$ cat config.mk
export PLATFORM = sky130hd
export DESIGN_NAME = router_flit_fifo
export DESIGN_NICKNAME = d
export VERILOG_FILES = /design/src/rtl/router_flit_fifo_pkg.sv /design/src/rtl/router_flit_packer.sv /design/src/rtl/router_flit_fifo.sv
export SDC_FILE = /design/constraint.sdc
export NUM_CORES = 1
export LEC_CHECK = 0
export CAP_MARGIN = 20
export CORE_ASPECT_RATIO = 0.75
export CORE_MARGIN = 2
export CORE_UTILIZATION = 35
export CTS_CLUSTER_DIAMETER = 30
export DETAILED_ROUTE_END_ITERATION = 10
export GPL_ROUTABILITY_DRIVEN = 0
export PLACE_DENSITY = 0.6
export SLEW_MARGIN = 20
export SYNTH_ARGS = -nofsm -noshare
export SYNTH_HDL_FRONTEND = slang
export SYNTH_SLANG_ARGS = --single-unit
$ cat constraint.sdc
create_clock -name clk -period 3.4 [get_ports clk]
set_input_delay 0.51 -clock clk [delete_from_list [all_inputs] [get_ports clk]]
set_output_delay 0.51 -clock clk [all_outputs]
set_load 0.01 [all_outputs]
$ cat src/rtl/router_flit_fifo_pkg.sv
// Shared defaults and types for the router input-port flit FIFO.
// Imported by the byte packer and the flit queue.
package router_flit_fifo_pkg;

  localparam int DEF_BYTE_W         = 8;
  localparam int DEF_BYTES_PER_FLIT = 4;
  localparam int DEF_DEPTH          = 16;
  localparam int DEF_THRESH         = 12;

  // Status flags, all registered from the next-state count so they agree with flit_count.
  typedef struct packed {
    logic overflow;
    logic underflow;
    logic threshold;
    logic full;
    logic empty;
  } fifo_flags_t;

  localparam fifo_flags_t FLAGS_RESET = '{
    overflow:  1'b0,
    underflow: 1'b0,
    threshold: 1'b0,
    full:      1'b0,
    empty:     1'b1
  };

  // Index width that stays legal when a range collapses to a single value.
  function automatic int idx_width(input int n);
    return (n > 1) ? $clog2(n) : 1;
  endfunction

endpackage

$ cat src/rtl/router_flit_packer.sv
// Little-endian byte-to-flit assembler. Emits a one-cycle push with the
// completed flit when the last byte of a flit is accepted.
module router_flit_packer
  import router_flit_fifo_pkg::*;
#(
  parameter int BYTE_W         = DEF_BYTE_W,
  parameter int BYTES_PER_FLIT = DEF_BYTES_PER_FLIT,
  parameter int FLIT_W         = BYTE_W * BYTES_PER_FLIT
) (
  input  logic              clk,
  input  logic              rst_n,
  input  logic              wr_i,
  input  logic [BYTE_W-1:0] data_i,
  input  logic              flush_i,
  input  logic              fifo_full_i,
  output logic              wr_ready_o,
  output logic              drop_o,
  output logic              flit_push_o,
  output logic [FLIT_W-1:0] flit_o
);

  localparam int IDX_W = idx_width(BYTES_PER_FLIT);
  localparam logic [IDX_W-1:0] LAST_IDX = IDX_W'(BYTES_PER_FLIT - 1);

  logic [IDX_W-1:0]  idx_q, idx_d;
  logic [FLIT_W-1:0] buf_q, buf_d;
  logic              last_byte;
  logic              accept;

  always_comb begin
    // NOTE: every always_comb output gets a default first so no path can infer a latch.
    idx_d       = idx_q;
    buf_d       = buf_q;
    last_byte   = (idx_q == LAST_IDX);
    // Conservative: a pop in the same cycle does not make room for the completing byte.
    wr_ready_o  = !(last_byte && fifo_full_i);
    accept      = wr_i && wr_ready_o && !flush_i;
    drop_o      = wr_i && !wr_ready_o && !flush_i;
    flit_push_o = accept && last_byte;

    flit_o = buf_q;
    flit_o[FLIT_W-BYTE_W +: BYTE_W] = data_i;

    if (flush_i) begin
      idx_d = '0;
    end else if (accept) begin
      for (int b = 0; b < BYTES_PER_FLIT; b++) begin
        if (idx_q == IDX_W'(b)) buf_d[b*BYTE_W +: BYTE_W] = data_i;
      end
      idx_d = last_byte ? '0 : idx_q + 1'b1;
    end
  end

  // NOTE: sequential state uses <= so every register samples pre-edge values.
  always_ff @(posedge clk or negedge rst_n) begin
    if (!rst_n) idx_q <= '0;
    else        idx_q <= idx_d;
  end

  // Byte lanes are qualified by idx_q, so stale contents after reset are never observed.
  always_ff @(posedge clk) begin
    buf_q <= buf_d;
  end

endmodule

$ cat src/rtl/router_flit_fifo.sv
// Router input-port buffer: packs bytes into flits and queues them in a
// first-word-fall-through circular buffer with level and sticky error flags.
module router_flit_fifo
  import router_flit_fifo_pkg::*;
#(
  parameter int BYTE_W         = DEF_BYTE_W,
  parameter int BYTES_PER_FLIT = DEF_BYTES_PER_FLIT,
  parameter int DEPTH          = DEF_DEPTH,
  parameter int THRESH         = DEF_THRESH
) (
  input  logic                                 clk,
  input  logic                                 rst_n,
  input  logic                                 wr,
  input  logic [BYTE_W-1:0]                    data_in,
  output logic                                 wr_ready,
  input  logic                                 rd,
  output logic [BYTE_W*BYTES_PER_FLIT-1:0]     flit,
  output logic                                 flit_avl,
  input  logic                                 flush,
  input  logic                                 err_clr,
  output logic                                 fifo_full,
  output logic                                 fifo_empty,
  output logic                                 fifo_threshold,
  output logic                                 fifo_overflow,
  output logic                                 fifo_underflow,
  output logic [$clog2(DEPTH+1)-1:0]           flit_count
);

  localparam int FLIT_W = BYTE_W * BYTES_PER_FLIT;
  localparam int PTR_W  = $clog2(DEPTH);
  localparam int CNT_W  = $clog2(DEPTH + 1);

  localparam logic [PTR_W-1:0] PTR_LAST = PTR_W'(DEPTH - 1);
  localparam logic [CNT_W-1:0] DEPTH_C  = CNT_W'(DEPTH);
  localparam logic [CNT_W-1:0] THRESH_C = CNT_W'(THRESH);

  logic [FLIT_W-1:0] mem_q [DEPTH];
  logic [PTR_W-1:0]  wr_ptr_q, wr_ptr_d;
  logic [PTR_W-1:0]  rd_ptr_q, rd_ptr_d;
  logic [CNT_W-1:0]  count_q, count_d;
  fifo_flags_t       flags_q, flags_d;

  logic              push;
  logic              pop;
  logic              drop;
  logic              bad_rd;
  logic [FLIT_W-1:0] push_flit;

  router_flit_packer #(
    .BYTE_W         (BYTE_W),
    .BYTES_PER_FLIT (BYTES_PER_FLIT),
    .FLIT_W         (FLIT_W)
  ) u_packer (
    .clk         (clk),
    .rst_n       (rst_n),
    .wr_i        (wr),
    .data_i      (data_in),
    .flush_i     (flush),
    .fifo_full_i (flags_q.full),
    .wr_ready_o  (wr_ready),
    .drop_o      (drop),
    .flit_push_o (push),
    .flit_o      (push_flit)
  );

  always_comb begin
    pop      = rd && !flags_q.empty && !flush;
    bad_rd   = rd && flags_q.empty && !flush;
    wr_ptr_d = wr_ptr_q;
    rd_ptr_d = rd_ptr_q;
    count_d  = count_q;

    if (flush) begin
      wr_ptr_d = '0;
      rd_ptr_d = '0;
      count_d  = '0;
    end else begin
      if (push) wr_ptr_d = (wr_ptr_q == PTR_LAST) ? '0 : wr_ptr_q + 1'b1;
      if (pop)  rd_ptr_d = (rd_ptr_q == PTR_LAST) ? '0 : rd_ptr_q + 1'b1;
      unique case ({push, pop})
        2'b10:   count_d = count_q + 1'b1;
        2'b01:   count_d = count_q - 1'b1;
        default: count_d = count_q;
      endcase
    end

    flags_d.empty     = (count_d == '0);
    flags_d.full      = (count_d == DEPTH_C);
    flags_d.threshold = (count_d >= THRESH_C);
    // A fresh error in the clearing cycle takes priority over err_clr.
    flags_d.overflow  = (flags_q.overflow  && !err_clr) || drop;
    flags_d.underflow = (flags_q.underflow && !err_clr) || bad_rd;
  end

  always_ff @(posedge clk or negedge rst_n) begin
    if (!rst_n) begin
      wr_ptr_q <= '0;
      rd_ptr_q <= '0;
      count_q  <= '0;
      flags_q  <= FLAGS_RESET;
    end else begin
      wr_ptr_q <= wr_ptr_d;
      rd_ptr_q <= rd_ptr_d;
      count_q  <= count_d;
      flags_q  <= flags_d;
    end
  end

  // NOTE: storage is deliberately left unreset; entries are only read once the count covers them.
  always_ff @(posedge clk) begin
    if (push) mem_q[wr_ptr_q] <= push_flit;
  end

  assign flit           = mem_q[rd_ptr_q];
  assign flit_avl       = !flags_q.empty;
  assign fifo_full      = flags_q.full;
  assign fifo_empty     = flags_q.empty;
  assign fifo_threshold = flags_q.threshold;
  assign fifo_overflow  = flags_q.overflow;
  assign fifo_underflow = flags_q.underflow;
  assign flit_count     = count_q;

endmodule

==> After elaboration in Yosys (flattened, before gate mapping) <==
Memories as Yosys holds them, arrays and structs flattened.
Index checks and enable logic that the tools add are counted.
{ "classes": {"eq_ne": 8, "addsub": 5, "bitwise": 1, "magnitude_cmp": 1, "mux": 13, "n_reduce_logical": 26} }
{ "op_table": {"columns": ["cell", "count"], "rows": [
  ["$mux W4", 6],
  ["$logic_and A1 B1 Y1", 12],
  ["$pmux W5 S2", 1],
  ["$reduce_and A3 Y1", 3],
  ["$add A4 B1 Y4 const B", 2],
  ["$eq A4 B4 Y1 const B", 2],
  ["$eq A2 B2 Y1 const B", 3],
  ["$mux W2", 3],
  ["$reduce_bool A2 Y1", 3],
  ["$add A5 B1 Y5 const B", 1],
  ["$eq A5 B5 Y1 const B", 1],
  ["$ge A5 B4 Y1 const B", 1],
  ["$logic_not A5 Y1", 1],
  ["$mux W5", 1],
  ["$sub A5 B1 Y5 const B", 1],
  ["$eq A2 B1 Y1 const B", 2],
  ["$logic_not A1 Y1", 4],
  ["$add A2 B1 Y2 const B", 1],
  ["$logic_not A2 Y1", 1],
  ["$logic_or A1 B1 Y1", 2],
  ["$mux W1", 2],
  ["$not A1 Y1", 1]
]} }
{ "totals": {"in_bits": 14, "ram_bits": 512, "mem_count": 1, "reg_bits": 44} }
{ "memory_table": {"columns": ["memory", "words", "width", "read_ports", "rd_ports_with_merged_regs", "write_ports", "line", "source"], "rows": [
  ["mem_q", 16, 32, 1, 0, 1, "router_flit_fifo.sv:37", "logic [FLIT_W-1:0] mem_q [DEPTH];"]
]} }

==> Logic depth before layout (Yosys ltp) <==
{ "logic_depth": {"word_depth": 10, "ltp_mapped": 12, "ltp_nobuf": 11} }

==> Cells and area by module <==
A second synthesis with hierarchy kept.
{ "hier_totals": {"cells_unflattened": 1133, "hier_area_um2": 21713.3} }
{ "by_module_without_submodules": {"columns": ["mod", "seq_area_each_um2", "area_per_inst_um2", "cells_each", "instances"], "rows": [
  ["router_flit_fifo", 15826.4, 20714.9, 1081, 1],
  ["router_flit_packer", 770.7, 998.5, 52, 1]
]} }

==> Worst setup path before layout <==
OpenSTA, ideal clock, no wires.
{ "synth_timing": {"kind": "input to register", "from": "input flush", "to": "memory mem_q[7][0] (netlist name) (enable)", "t_required_ns": 2.979, "cell_stages": 5, "setup_time_ns": 0.421, "arrival_time_ns": 2.794, "n_path_buf": 1, "path_slack_ns": 0.185, "cell_sequence": "clkbuf_1 > nand2b_1 > nor3b_2 > nand2b_1 > nor2_1"} }
{ "synth_between": {"elab_chain_cells": 5} }
{ "synth_rtl": {"columns": ["item", "line", "source"], "rows": [
  ["start: declaration", "router_flit_fifo.sv:19", "input logic flush,"],
  ["$logic_not A1 Y1", "router_flit_packer.sv:37", "accept = wr_i && wr_ready_o && !flush_i;"],
  ["$logic_and A1 B1 Y1", "router_flit_packer.sv:37", null],
  ["$logic_and A1 B1 Y1", "router_flit_packer.sv:39", "flit_push_o = accept && last_byte;"],
  ["$mux W1", "router_flit_fifo.sv:111", "if (push) mem_q[wr_ptr_q] <= push_flit;"],
  ["$mux W1 (implied by the code)", "router_flit_fifo.sv:111", null],
  ["end: declaration", "router_flit_fifo.sv:37", null]
]} }
Every way passes these cells.

==> Worst setup path after layout <==
{ "layout_timing": {"from": "register rd_ptr_q[0]", "to": "output flit[14]"} }
{ "layout_between": {"elab_chain_cells": 1} }
{ "layout_rtl": {"columns": ["item", "line", "source"], "rows": [
  ["start: declaration", "router_flit_fifo.sv:39", "logic [PTR_W-1:0] rd_ptr_q, rd_ptr_d;"],
  ["start signal: assignment", "router_flit_fifo.sv:103", "rd_ptr_q <= rd_ptr_d;"],
  ["$mem_v2 Z16 W32", null, null],
  ["end: declaration", "router_flit_fifo.sv:17", "output logic [BYTE_W*BYTES_PER_FLIT-1:0] flit,"]
]} }
Every way passes these cells.

==> out/qor.txt <==
RUN STATUS
---------------------------------------------------------------------------------
Run status                                                           finished, final reports clean

WORST SETUP PATH
---------------------------------------------------------------------------------
Length in cells of the worst reg-to-reg path                                   11
CP Depth                                                                        6
Endpoint class of the critical path                                  primary output
Type of the worst setup path                                         flip-flop to primary output
R2r startpoint                                                       u_packer.idx_q[0]
CP delay by family, top                                              multiplexers
Critical path origin                                                  rd_ptr_q[0]
Setup slack of the most critical reg-to-reg path                          0.50 ns
Crit Reg-Reg Endpoint                                                   fifo_full
Crit path launch type                                                   flip-flop
Crit path to                                                             flit[14]
WP data required                                                          2.89 ns
Worst Path Arrival                                                        2.83 ns
Critical path cell sequence                                          buf_12, buf_4, buf_12, mux4_2, mux4_2, clkdlybuf4s15_1
Delay contributed by the slowest stage of the critical path               0.56 ns
Biggest fanout along the worst timing path                                     12
Worst-path cell with the longest stage delay                               mux4_2
Number of buffer and inverter instances along the worst setup path              4

ROUTE
---------------------------------------------------------------------------------
Post-route antenna net violation count                                          0
Detailed-route wire length per cell                                       24.8 µm
Final wirelength                                                         47900 µm
Via-per-instance ratio                                                       5.10
Count of TritonRoute iterations in the first routing pass                       5
Drt initial violations                                                       1058
DRC viols                                                                       0
Via count                                                                    9833

PLACE
---------------------------------------------------------------------------------
Total placed instance area                                              23300 µm²
Final HPWL from detailed placement                                       25400 µm
Number of I/O port buffers                                                     57

SYNTH
---------------------------------------------------------------------------------
Post-synthesis average cell area                                         24.1 µm²
Count of unique library cells instantiated by Yosys                            39
Portion of synthesized cell area occupied by the leading cell type          0.758
Sequential cell area fraction in the yosys report                           0.782
Top cells by area, synth                                             edfxtp_1, mux4_2, dfrtp_1
Share of flip-flops with an asynchronous set or reset                      0.0360
Biggest area consumer among synthesized cells                            edfxtp_1
Post-synthesis sequential element count                                       556
Most numerous cell in the Yosys netlist                                  edfxtp_1
Number of flops mapped to enable cells by yosys                               536
Synthesized instance count                                                    882
Syn nets                                                                      908
Mapped cell area                                                        21200 µm²
Most numerous cell types in the synthesized netlist                  edfxtp_1, mux4_2, dfrtp_1
Number of warnings issued by yosys                                              0
Leading register cell type out of synthesis                              edfxtp_1

FINISH
---------------------------------------------------------------------------------
Layout Area Growth over Synthesis                                           24.8%
Filler cells                                                                 4983
Multi-input logic area                                                   4380 µm²
Post-layout net count                                                        1083
Finished Cell Area                                                      26500 µm²
FF+latch area                                                           16600 µm²
N_diodes                                                                        0
Fraction of final layout cells with drive strength greater than 1           0.360

GRT
---------------------------------------------------------------------------------
Number of antenna violations at the first check in global routing               0
Wire length of the first global-routing pass                             69800 µm
Largest net degree at the start of global routing                              55
Vias in the first global route                                              10200
GRT Util Overall                                                            0.155
Congestion Overflow GR                                                          0

TIMING
---------------------------------------------------------------------------------
Hold violation total from the final report                                      0
FMAX                                                                      299 MHz
Actual transition at the worst max-transition pin                         1.03 ns
Unrepaired setup endpoints after global routing                               yes
Setup violation total in the final timing report                                0
Clk_skew                                                                0.0297 ns
Setup TNS                                                                    0 ns
Post-layout minimum cycle time                                            3.34 ns
Final clock period utilization by the worst path                            0.983
Worst max-slew margin expressed relative to the limit                       0.313
Post-route worst hold slack                                              0.426 ns
Final-report max-slew violation count                                           0

CLOCKING
---------------------------------------------------------------------------------
Clock-pin slew on the worst setup and hold paths                          0.05 ns
Clk buf depth                                                                   3
CTS buffer count                                                               87
Total number of H-tree levels                                                   3
Clock tree sinks                                                              556
Hold-fix buffers, CTS                                                           0
Root buffer cell                                                        clkbuf_16
TritonCTS clock tree                                                        built
Clock network latency to the later pin of the worst-skew pair             0.62 ns

HOLD PATH
---------------------------------------------------------------------------------
Hold crit path type                                                  input port to asynchronous set/reset pin

FLOORPLANNING
---------------------------------------------------------------------------------
Number of cell rows                                                            78
Die footprint                                                           62700 µm²
IO Pins                                                                        58
Die Wd                                                                     288 µm
Initial Utilization                                                         0.353
Vertical die dimension                                                     217 µm
Core ar.                                                                60200 µm²

POWER
---------------------------------------------------------------------------------
Pleak                                                                     8.47 nW
Maximum ir drop on the vdd rail                                          0.443 mV
Power density normalized to cell area                                  626 nW/µm²

JOB
---------------------------------------------------------------------------------
Max-Cap Viols                                                                   0

==> power breakdown <==
part	switching [mW]	leakage (nW)	total, mW	internal [mW]
Clock	3.39	1.46	8.95	5.57
Sequential	0.0311	5.08	7.52	7.49
Combinational	0.0742	1.93	0.120	0.0454
==> logic make-up after synthesis <==
kind of cell,Yosys count,share of synthesized area
DFF,556,0.782
muxes,162,0.171
and+or+nand+nor,66,0.0167
buffers and inverters,53,0.0133
AOI/OAI and AO/OA,27,0.00796
adders and majority gates,12,0.00707
xor gates and xnor gates,6,0.00248
==> layout by cell type (no fill, tap or decap), drive strengths merged, types with 15 or more instances in the layout <==
cell | netlist | routed
buf | 29 | 71
clkbuf | 14 | 98
clkdlybuf4s50 | 0 | 25
clkinv | 0 | 28
dfrtp | 19 | 19
edfxtp | 536 | 536
inv | 10 | 34
mux4 | 160 | 160
nor2 | 15 | 15
==> registers in the layout, indices dropped and copies added, names as in the netlist <==
| signal | cells |
|---|---|
| mem_q | 512 |
| u_packer.buf_q | 24 |
| flit_count | 5 |
| rd_ptr_q | 4 |
| wr_ptr_q | 4 |
| u_packer.idx_q | 2 |
| fifo_empty | 1 |
| fifo_full | 1 |
| fifo_overflow | 1 |
| fifo_threshold | 1 |
| fifo_underflow | 1 |
==> metrics by stage <==
stage,setup slack (ns),util,power (mW),std cells
2_1_floorplan,0.185,-,7.68,882
3_3_place_gp,0.0848,0.386,7.77,1748
3_5_place_dp,0.00299,0.386,7.77,1748
4_1_cts,-0.173,0.438,16.7,1916
5_1_grt,-0.0387,0.440,17.0,1928
6_report,0.0575,0.440,16.6,1928
==> worst register-to-register path, stage by stage (launching register included) <==
cell and delay, ns:
dfrtp_1 0.42, ha_1 0.23, nor3b_2 0.23, inv_2 0.07, ha_1 0.29, xor2_1 0.19, ha_1 0.21, or3b_1 0.36
a32oi_1 0.23, xor2_1 0.28, nor2_1 0.08, and4_1 0.19
==> per-layer routing <==
metal / global-route usage / wire length, µm / vias up
li1: - / - / 4158
met1: 0.227 / 21600 / 5271
met2: 0.236 / 22300 / 336
met3: 0.0324 / 3110 / 68
met4: 0.0397 / 833 / 0
met5: 0 / 0 / -
==> cell type report <==
cell class / instances / area share
Inverter: 10 / 0.00142
Sequential cell: 556 / 0.627
Timing Repair Buffer: 129 / 0.0546
Clock inverter: 67 / 0.0299
Multi-Input combinational cell: 273 / 0.165
Clock buffer: 93 / 0.0838
Tap cell: 800 / 0.0378
==> what timing repair did <==
action                                  4_1_cts  5_1_grt
resized for setup                            32       23
gates cloned                                  2        1
endpoints found under the setup margin       32       12
setup buffers                                 6       11
==> how the worst min path moves through the flow <==
stage,startpoint,end,slack [ns],depth (start not counted)
after floorplan,rst_n,fifo_full,0.21,0
after global placement,fifo_underflow,fifo_underflow,0.52,2
after detailed placement,fifo_underflow,fifo_underflow,0.53,2
after CTS,rst_n,rd_ptr_q[2],0.43,1
after global routing,rst_n,rd_ptr_q[2],0.50,1
final,rst_n,fifo_overflow,0.43,1
(Power assumes the default switching activity.)
